## config.mk

```make
export PLATFORM = sky130hd
export DESIGN_NAME = axi4l_slave_bridge
export DESIGN_NICKNAME = d
export VERILOG_FILES = /design/src/rtl/axi4l_pkg.sv /design/src/rtl/axi4l_bridge_timeout.sv /design/src/rtl/axi4l_slave_bridge.sv
export SDC_FILE = /design/constraint.sdc
export NUM_CORES = 1
export LEC_CHECK = 0
export CAP_MARGIN = 30
export CORE_MARGIN = 1
export CORE_UTILIZATION = 35
export DETAILED_ROUTE_END_ITERATION = 10
export GPL_ROUTABILITY_DRIVEN = 0
export PLACE_DENSITY = 0.66
export SLEW_MARGIN = 20
export SYNTH_ARGS = -nofsm -noshare
export SYNTH_HDL_FRONTEND = slang
export SYNTH_SLANG_ARGS = --single-unit
export TNS_END_PERCENT = 50
```

## constraint.sdc

```tcl
create_clock -name clk -period 2.14 [get_ports clk]
set_input_delay 0.214 -clock clk [delete_from_list [all_inputs] [get_ports clk]]
set_output_delay 0.214 -clock clk [all_outputs]
set_load 0.03 [all_outputs]
```

## src/rtl/axi4l_pkg.sv

```systemverilog
// Shared types for the AXI4-Lite slave bridge: response codes, FSM states,
// and a parameter sanity check for the data width.
package axi4l_pkg;

  typedef logic [1:0] resp_t;

  localparam resp_t RESP_OKAY   = 2'b00;
  localparam resp_t RESP_SLVERR = 2'b10;

  typedef enum logic [2:0] {
    ST_IDLE    = 3'd0,
    ST_WR_REQ  = 3'd1,
    ST_WR_RESP = 3'd2,
    ST_RD_REQ  = 3'd3,
    ST_RD_RESP = 3'd4
  } bridge_state_t;

  // Only 32-bit and 64-bit data paths are supported by the bridge.
  function automatic bit data_width_ok(input int unsigned width);
    return (width == 32) || (width == 64);
  endfunction

endpackage

```

## src/rtl/axi4l_bridge_timeout.sv

```systemverilog
// Bus-request watchdog: loaded when a register-bus request starts, cleared
// when it completes, and flags expiry once the request has been outstanding
// for TIMEOUT_CYCLES cycles. Only instantiated when TIMEOUT_CYCLES > 0.
module axi4l_bridge_timeout #(
  parameter int unsigned TIMEOUT_CYCLES = 64
) (
  input  logic clk,
  input  logic reset,
  input  logic load,
  input  logic clear,
  output logic expired
);

  localparam int unsigned CW = (TIMEOUT_CYCLES > 1) ? $clog2(TIMEOUT_CYCLES) : 1;
  localparam logic [CW-1:0] LOAD_VAL = CW'(TIMEOUT_CYCLES - 1);

  logic [CW-1:0] count;
  logic          active;

  // Down-counter: the first request cycle holds TIMEOUT_CYCLES-1, so the
  // count reaches zero during the last permitted request cycle.
  always_ff @(posedge clk or negedge reset) begin
    if (!reset) begin
      active <= 1'b0;
      count  <= '0;
    end else if (load) begin
      active <= 1'b1;
      count  <= LOAD_VAL;
    end else if (clear) begin
      active <= 1'b0;
      count  <= '0;
    end else if (active && (count != '0)) begin
      count <= count - CW'(1);
    end
  end

  assign expired = active && (count == '0);

endmodule

```

## src/rtl/axi4l_slave_bridge.sv

```systemverilog
// AXI4-Lite slave that terminates the five AXI channels and runs one
// transaction at a time on the simple register bus (bus_req/bus_ready).
// Write address and data are captured independently; reads and complete
// writes are arbitrated with alternating priority.
module axi4l_slave_bridge
  import axi4l_pkg::*;
#(
  parameter int unsigned DATA_WIDTH     = 32,
  parameter int unsigned ADDR_WIDTH     = 32,
  parameter int unsigned TIMEOUT_CYCLES = 64
) (
  input  logic                    clk,
  input  logic                    reset,
  input  logic [ADDR_WIDTH-1:0]   s_awaddr,
  input  logic                    s_awvalid,
  output logic                    s_awready,
  input  logic [DATA_WIDTH-1:0]   s_wdata,
  input  logic [DATA_WIDTH/8-1:0] s_wstrb,
  input  logic                    s_wvalid,
  output logic                    s_wready,
  output logic [1:0]              s_bresp,
  output logic                    s_bvalid,
  input  logic                    s_bready,
  input  logic [ADDR_WIDTH-1:0]   s_araddr,
  input  logic                    s_arvalid,
  output logic                    s_arready,
  output logic [DATA_WIDTH-1:0]   s_rdata,
  output logic [1:0]              s_rresp,
  output logic                    s_rvalid,
  input  logic                    s_rready,
  output logic                    bus_req,
  output logic                    bus_req_is_wr,
  output logic [ADDR_WIDTH-1:0]   bus_addr,
  output logic [DATA_WIDTH-1:0]   bus_wr_data,
  output logic [DATA_WIDTH/8-1:0] bus_wr_strobe,
  input  logic                    bus_ready,
  input  logic                    bus_err,
  input  logic [DATA_WIDTH-1:0]   bus_rd_data
);

  if (!data_width_ok(DATA_WIDTH)) begin : g_bad_width
    $error("axi4l_slave_bridge: DATA_WIDTH must be 32 or 64");
  end

  bridge_state_t           state;
  logic                    out_en;
  logic                    wr_prio;
  logic                    aw_held;
  logic                    w_held;
  logic [ADDR_WIDTH-1:0]   aw_addr_q;
  logic [DATA_WIDTH-1:0]   w_data_q;
  logic [DATA_WIDTH/8-1:0] w_strb_q;

  logic in_idle, in_rd;
  logic aw_hs, w_hs, ar_hs;
  logic wr_full;
  logic start_wr, start_rd;
  logic req_done;
  logic tmo_expired;

  // Channel readiness, handshakes and arbitration. wr_full includes a
  // handshake completing this cycle, so a write arriving together with a
  // read is arbitrated rather than racing it. out_en keeps all readies low
  // during reset and the first cycle after it.
  always_comb begin
    in_idle   = (state == ST_IDLE);
    in_rd     = (state == ST_RD_REQ) || (state == ST_RD_RESP);
    s_awready = out_en && !aw_held && (in_idle || in_rd);
    s_wready  = out_en && !w_held  && (in_idle || in_rd);
    aw_hs     = s_awvalid && s_awready;
    w_hs      = s_wvalid  && s_wready;
    wr_full   = (aw_held || aw_hs) && (w_held || w_hs);
    s_arready = out_en && in_idle && (!wr_full || !wr_prio);
    ar_hs     = s_arvalid && s_arready;
    start_rd  = ar_hs;
    start_wr  = in_idle && wr_full && !ar_hs;
    req_done  = bus_req && (bus_ready || tmo_expired);
  end

  if (TIMEOUT_CYCLES > 0) begin : g_timeout
    axi4l_bridge_timeout #(
      .TIMEOUT_CYCLES(TIMEOUT_CYCLES)
    ) u_timeout (
      .clk    (clk),
      .reset  (reset),
      .load   (start_rd || start_wr),
      .clear  (req_done),
      .expired(tmo_expired)
    );
  end else begin : g_no_timeout
    assign tmo_expired = 1'b0;
  end

  // Transaction FSM with holding registers and registered bus/response outputs.
  always_ff @(posedge clk or negedge reset) begin
    if (!reset) begin
      state         <= ST_IDLE;
      out_en        <= 1'b0;
      wr_prio       <= 1'b1;
      aw_held       <= 1'b0;
      w_held        <= 1'b0;
      aw_addr_q     <= '0;
      w_data_q      <= '0;
      w_strb_q      <= '0;
      bus_req       <= 1'b0;
      bus_req_is_wr <= 1'b0;
      bus_addr      <= '0;
      bus_wr_data   <= '0;
      bus_wr_strobe <= '0;
      s_bvalid      <= 1'b0;
      s_bresp       <= RESP_OKAY;
      s_rvalid      <= 1'b0;
      s_rresp       <= RESP_OKAY;
      s_rdata       <= '0;
    end else begin
      out_en <= 1'b1;

      if (aw_hs) begin
        aw_held   <= 1'b1;
        aw_addr_q <= s_awaddr;
      end
      if (w_hs) begin
        w_held   <= 1'b1;
        w_data_q <= s_wdata;
        w_strb_q <= s_wstrb;
      end

      case (state)
        ST_IDLE: begin
          if (start_rd) begin
            state         <= ST_RD_REQ;
            bus_req       <= 1'b1;
            bus_req_is_wr <= 1'b0;
            bus_addr      <= s_araddr;
            if (wr_full) wr_prio <= 1'b1;
          end else if (start_wr) begin
            // Holding registers may still be loading this edge, so take
            // the payload from the bypass path when it is not yet held.
            state         <= ST_WR_REQ;
            bus_req       <= 1'b1;
            bus_req_is_wr <= 1'b1;
            bus_addr      <= aw_held ? aw_addr_q : s_awaddr;
            bus_wr_data   <= w_held  ? w_data_q  : s_wdata;
            bus_wr_strobe <= w_held  ? w_strb_q  : s_wstrb;
            if (s_arvalid) wr_prio <= 1'b0;
          end
        end

        ST_WR_REQ: begin
          if (req_done) begin
            bus_req  <= 1'b0;
            state    <= ST_WR_RESP;
            s_bvalid <= 1'b1;
            s_bresp  <= (bus_ready && !bus_err) ? RESP_OKAY : RESP_SLVERR;
          end
        end

        ST_WR_RESP: begin
          if (s_bready) begin
            s_bvalid <= 1'b0;
            s_bresp  <= RESP_OKAY;
            aw_held  <= 1'b0;
            w_held   <= 1'b0;
            state    <= ST_IDLE;
          end
        end

        ST_RD_REQ: begin
          if (req_done) begin
            bus_req  <= 1'b0;
            state    <= ST_RD_RESP;
            s_rvalid <= 1'b1;
            if (bus_ready && !bus_err) begin
              s_rresp <= RESP_OKAY;
              s_rdata <= bus_rd_data;
            end else begin
              s_rresp <= RESP_SLVERR;
              s_rdata <= '0;
            end
          end
        end

        ST_RD_RESP: begin
          if (s_rready) begin
            s_rvalid <= 1'b0;
            s_rresp  <= RESP_OKAY;
            s_rdata  <= '0;
            state    <= ST_IDLE;
          end
        end

        default: state <= ST_IDLE;
      endcase
    end
  end

endmodule
```

==> impl_metrics.tcl, run 1 <==
set metrics [dict create \
    hold_violations 0 \
    drv_slew 0 \
    rows 55 \
    synthSimpleGateAreaFrac_pct 7.515 \
    finalPower_mw 17.89 \
    cts_max_level 4 \
    wirelength_um 21040 \
    p_leak_nw 5.078 \
    antenna_found_initial 1 \
    yosysSeqAreaShare_pct 57.68 \
    synth_compound_area_share_pct 12.24 \
    setup_violations 0 \
    routedWlPerCell_um 17.38 \
    finClkSkew_ns 0.01285 \
    cts_tree "done" \
    port_buffers 249 \
    seq_area_um2 4711 \
    drtAntennaViolNets 0 \
    synth_xor_area_share_pct 0.4294 \
    timing.setup.tns_ns 0 \
    die_w_um 154.7 \
    grt_pass1_wl_um 33490 \
    critPathArrivalTime_ns 2.34 \
    n_fill_cell 1998 \
    first_global_vias 6146 \
    cts.sinks 188 \
    power_density_nw_per_um2 1523 \
    synthMuxAreaShare_pct 18.22 \
    netlist_instances 634 \
    status "completed" \
    drive_above_1_share_pct 14.81 \
    relSlewSlack_pct 53.79 \
    crit_type "register to register" \
    hold_class "input pin to asynchronous set/reset pin" \
    cts_inserted_buffers 17 \
    synth_top_family_by_area "multiplexers" \
    fin_crit_ns 2.037 \
    start_util_pct 35.81 \
    fmax_mhz 491.0 \
    design_area_um2 11740 \
    cts_root_buf "clkbuf_16" \
    drt_iter0_markers 282 \
    grt_max_degree 70 \
    synthToLayoutAreaGrowth_pct 43.94 \
    cp-end-kind "register" \
    drc 0 \
    placed_cells 1176 \
    vias_per_cell 4.847 \
    dieArea_um2 23920 \
    final_core_util_pct 51.55 \
    cts.reportedPaths.clkPinSlew_ns 0.07 \
    ys_ff_latch 188 \
    clockBufferDepth 2 \
    firstDrtPassIters 4 \
    die-height_um 154.7 \
    pin_count 252 \
    yosys_warnings 0 \
    antenna_cells 0 \
    finalCritPeriodShare_pct 95.17 \
    netlist_area_um2 8158 \
    gr-usage-all-layers_pct 18.01 \
    vias 5870 \
    synth.avg_cell_area_um2 12.87 \
    nets 1027 \
    worstPathRequired_ns 2.44 \
    synth_cell_types 44 \
    multi_input_area_um2 3174 \
    grt_overflow_total 0 \
    maxCapViolations 0 \
    synth-adder-area-share_pct 0.1534 \
    placed_area_um2 11120 \
    worst_setup_path_start_kind "register" \
    cp_max_fo 33 \
    finalNonFillerCells 1211 \
    tightest_slew_ns 0.6932 \
    core_um2 22780 \
    peakVddDrop_uv 961.0 \
    clk_latency_ns 0.43 \
    place_hpwl_um 14130 \
]
synth_stat cells (all sizes together):
cell type  count  area, um^2
and4b          1       13.76
a21o           3       22.52
mux2          68       765.7
clkbuf        12       45.04
xor2           1       8.760
mux2i         72       720.7
o311ai         1       8.760
o22ai          1       6.260
a21oi         39       195.2
xnor2          3       26.28
dfrtp        187        4679
a22o          32       280.3
nand2         11       41.29
a41oi          1       8.760
or2            1       6.260
or3            1       6.260
or3b           1       8.760
nand2b         2       12.51
o311a          1       10.01
a221o         32       320.3
ha             1       12.51
nor2b         37       231.5
o31a           1       17.52
and2           3       18.77
a221oi         2       52.55
buf           34       231.5
nand3          2       10.01
nand3b         2       15.01
nor3           8       51.30
o221ai         1       8.760
inv            6       22.52
conb           2       7.510
dfstp          1       26.28
o21ai         12       60.06
o31ai          1       7.510
nor3b          1       7.510
nor2          50       190.2
worst paths after layout:
check / start / endpoint / slack, ns / depth (start not counted)
max reg2reg: state[2] / bus_addr[14] / 0.10 / 5
min in group clk: bus_rd_data[10] / s_rdata[10] / 0.38 / 2
max: state[2] / bus_addr[14] / 0.10 / 5
max in group asynchronous: reset / wr_prio / 1.09 / 3
min: reset / bus_wr_data[10] / 0.37 / 2
min reg2reg: s_rvalid / s_rvalid / 0.48 / 1
cells by family (layout without fill, tap and decap cells):
kind of cell,after synthesis,count (layout)
AO/OA/AOI/OAI,127,127
XOR/XNOR,4,4
adder cells (fa/ha/maj),1,1
buffers and inverters,52,315
flip-flops,188,188
multiplexers,140,140
other,2,3
AND/OR/NAND/NOR,120,120
power by group:
group	total, mW	switching [mW]	leakage, nW	internal, mW
Sequential	6.19	0.971	2.28	5.22
Clock	3.10	1.54	0.271	1.56
Combinational	8.59	4.48	2.53	4.11
Total	17.9	6.99	5.08	10.9
critical path, stage by stage, from the launching register on:
cell,delay (ns)
dfrtp_1,0.38
and4b_4,0.37
a221oi_4,0.08
buf_4,0.17
o31a_4,0.50
a221o_1,0.40
flip-flops by register name (all words and copies together) (netlist names), 3 cells and up:
signal and cells:
g_timeout.u_timeout.count 6, aw_addr_q 32, w_strb_q 4, state 3, bus_wr_data 32, bus_wr_strobe 4, w_data_q 32, bus_addr 32
s_rdata 32
layer usage:
| metal | vias to the layer above | global-route usage [%] | share of wire, % |
|---|---|---|---|
| met3 | 10 | 7.173 | 8.6 |
| met5 | - | 0 | 0.052 |
| li1 | 2787 | - | - |
| met2 | 190 | 28.89 | 46 |
| met4 | 2 | 3.725 | 0.70 |
| met1 | 2881 | 22.94 | 45 |
per-stage QoR:
step           worst slack, ns  hold slack (ns)
6_report                0.1033           0.3665
5_1_grt              -0.001883           0.3631
4_1_cts                0.02386           0.3529
3_5_place_dp           0.02077           0.2882
3_3_place_gp           0.08602           0.2866
2_1_floorplan           0.2096         -0.08159
area by class of cell:
| cell class | instances | share of cell area [%] |
|---|---|---|
| Clock inverter | 15 | 1.311 |
| Clock buffer | 17 | 3.623 |
| Tap cell | 313 | 3.335 |
| Multi-Input combinational cell | 395 | 27.03 |
| Timing Repair Buffer | 277 | 24.39 |
| Sequential cell | 188 | 40.12 |
| Inverter | 6 | 0.1918 |
layout by cell type (no fill, tap or decap), drive strengths merged, types with 8 or more instances in the layout:
master | netlist | final
a21oi | 39 | 39
a221o | 32 | 32
a22o | 32 | 32
buf | 34 | 30
clkbuf | 12 | 18
clkdlybuf4s50 | 0 | 245
dfrtp | 187 | 187
inv | 6 | 13
mux2 | 68 | 68
mux2i | 72 | 72
nand2 | 11 | 11
nor2 | 50 | 50
nor2b | 37 | 37
nor3 | 8 | 8
o21ai | 12 | 12
timing repair:
action,in CTS,in global routing
hold endpoints to repair,64,0
hold buffers,1,0
endpoints found under the setup margin,1,45
pin swaps,2,0
setup buffers,2,0
gates resized for setup,1,4
(Power assumes the default switching activity.)
==> inputs of run 2 (changes only) <==
- DONT_BUFFER_PORTS: default -> 1
- PLACE_DENSITY: 0.66 -> 0.52
==> impl_metrics.tcl, run 2 (synthesis gave the netlist of run 1 again) <==
set metrics [dict create \
    mostFrequentLayoutCell "dfrtp_1" \
    dpl_worst_slack_ns 0.02028 \
    tightest_slew_ns 0.6612 \
    path_cells "and4b_4, a221oi_4, o311a_4" \
    violations "negative hold slack" \
    pin_count 252 \
    routedWlPerCell_um 18.38 \
    max_stage_delay_ns 0.45 \
    worst_setup_path_start_kind "register" \
    drive_above_1_share_pct 16.39 \
    core_um2 22780 \
    vias 5507 \
    port_buffers 0 \
    whs_ns -0.5097 \
    vias_per_cell 5.034 \
    nets 910 \
    grt_pass1_wl_um 31260 \
    drv_slew 0 \
    cp-end-kind "primary output" \
    crit_type "register to primary output" \
    hold_class "input pin to asynchronous set/reset pin" \
    antenna_found_initial 0 \
    critPathArrivalTime_ns 1.85 \
    die_w_um 154.7 \
    crit_family "compound AO/OA/AOI/OAI gates" \
    cts_hold_buf 134 \
    status "finished, violations left" \
    placed_area_um2 8512 \
    cts_max_level 4 \
    p_leak_nw 4.656 \
    cts.sinks 188 \
    hold_violations 188 \
    first_global_vias 5797 \
    place_hpwl_um 12750 \
    relSlewSlack_pct 55.92 \
    setup_ws_ns 0.07956 \
    finClkSkew_ns 0.01092 \
    cts_root_buf "clkbuf_16" \
    power_density_nw_per_um2 1539 \
    wirelength_um 20110 \
    worstPathRequired_ns 1.93 \
    design_area_um2 10520 \
    start_util_pct 35.81 \
    rrSetupSlack_ns 0.10 \
    timing.setup.tns_ns 0 \
    peakVddDrop_uv 709.0 \
    setup_violations 0 \
    firstDrtPassIters 4 \
    clk_latency_ns 0.43 \
    final_cell_mix "dfrtp_1 (183), dlygate4sd3_1 (134), mux2i_1 (72), mux2_2 (54), nor2_1 (49)" \
    rows 55 \
    fmax_mhz 485.3 \
    drtAntennaViolNets 0 \
    cp_max_fo 6 \
    grt_overflow_total 0 \
    drc 0 \
    worstPathBufferInverterCount 0 \
    synthToLayoutAreaGrowth_pct 28.96 \
    antenna_cells 0 \
    die-height_um 154.7 \
    cts_tree "done" \
    dieArea_um2 23920 \
    finalCritPeriodShare_pct 96.28 \
    drt_iter0_markers 238 \
    fin_crit_ns 2.060 \
    maxCapViolations 0 \
    gr-usage-all-layers_pct 16.85 \
    slowest_stage "dfrtp_2" \
    grt_max_degree 189 \
    cts.reportedPaths.clkPinSlew_ns 0.07 \
    cts_inserted_buffers 17 \
    final_core_util_pct 46.19 \
    clockBufferDepth 2 \
    rsz0062_at_grt "yes" \
]
## run 2: final cells by class
type / count / area (um^2)
Fill cell: 2045 / 12260
Tap cell: 313 / 391.6
Multi-Input combinational cell: 395 / 3186
Sequential cell: 188 / 4711
Clock buffer: 21 / 470.5
Clock inverter: 11 / 127.6
Timing Repair Buffer: 160 / 1612
Inverter: 6 / 22.52
## run 2: worst paths after layout
path / to / depth (start not counted) / from
worst max-delay path: s_arready / 3 / state[0]
worst min-delay path: w_data_q[11] / 0 / reset
worst max register to register: bus_addr[1] / 7 / state[0]
worst min register to register: w_data_q[12] / 1 / w_data_q[12]
max in group asynchronous: wr_prio / 0 / reset
min in group clk: bus_wr_data[4] / 2 / s_wdata[4]
## run 2: repair_timing
item                                   in CTS  in global routing
pin swaps                                   0                  3
resized for setup                           2                  5
endpoints found under the hold margin     354                188
buffers inserted                            0                  4
setup endpoints to repair                   1                 14
## run 2: layer usage
layer	global-route usage, %	vias up	share of wire [%]
met2	28.49	176	50
met4	5.281	0	1.1
met3	5.043	14	6.4
met5	0	-	0
li1	-	2552	-
met1	20.61	2765	43
## run 2: where the power goes
part,switching (mW),total (mW),leakage (nW),internal [mW]
Clock,1.43,3.17,0.287,1.74
Combinational,2.31,4.94,2.09,2.63
Sequential,2.89,8.08,2.28,5.20
Total,6.62,16.2,4.66,9.56
## run 2: stage by stage
stage | total power [mW] | instances
final | 16.19 | 1094
after global routing | 17.10 | 1094
after CTS | 16.19 | 1090
after detailed placement | 12.75 | 924
after global placement | 12.52 | 924
after floorplan | 11.55 | 635
## run 2: worst reg2reg max path, cell delays in order (launching register included)
cell and delay [ns]:
dfrtp_2 0.45, and4b_4 0.23, a221oi_4 0.40, buf_12 0.16, nor3_4 0.05, buf_12 0.18
nor2b_1 0.15, a221o_1 0.29
==> inputs of run 3 (changes only) <==
- CAP_MARGIN: 30 -> default
==> results of run 3 <==
Final layout, timing and power as in run 2 (identical DEF).
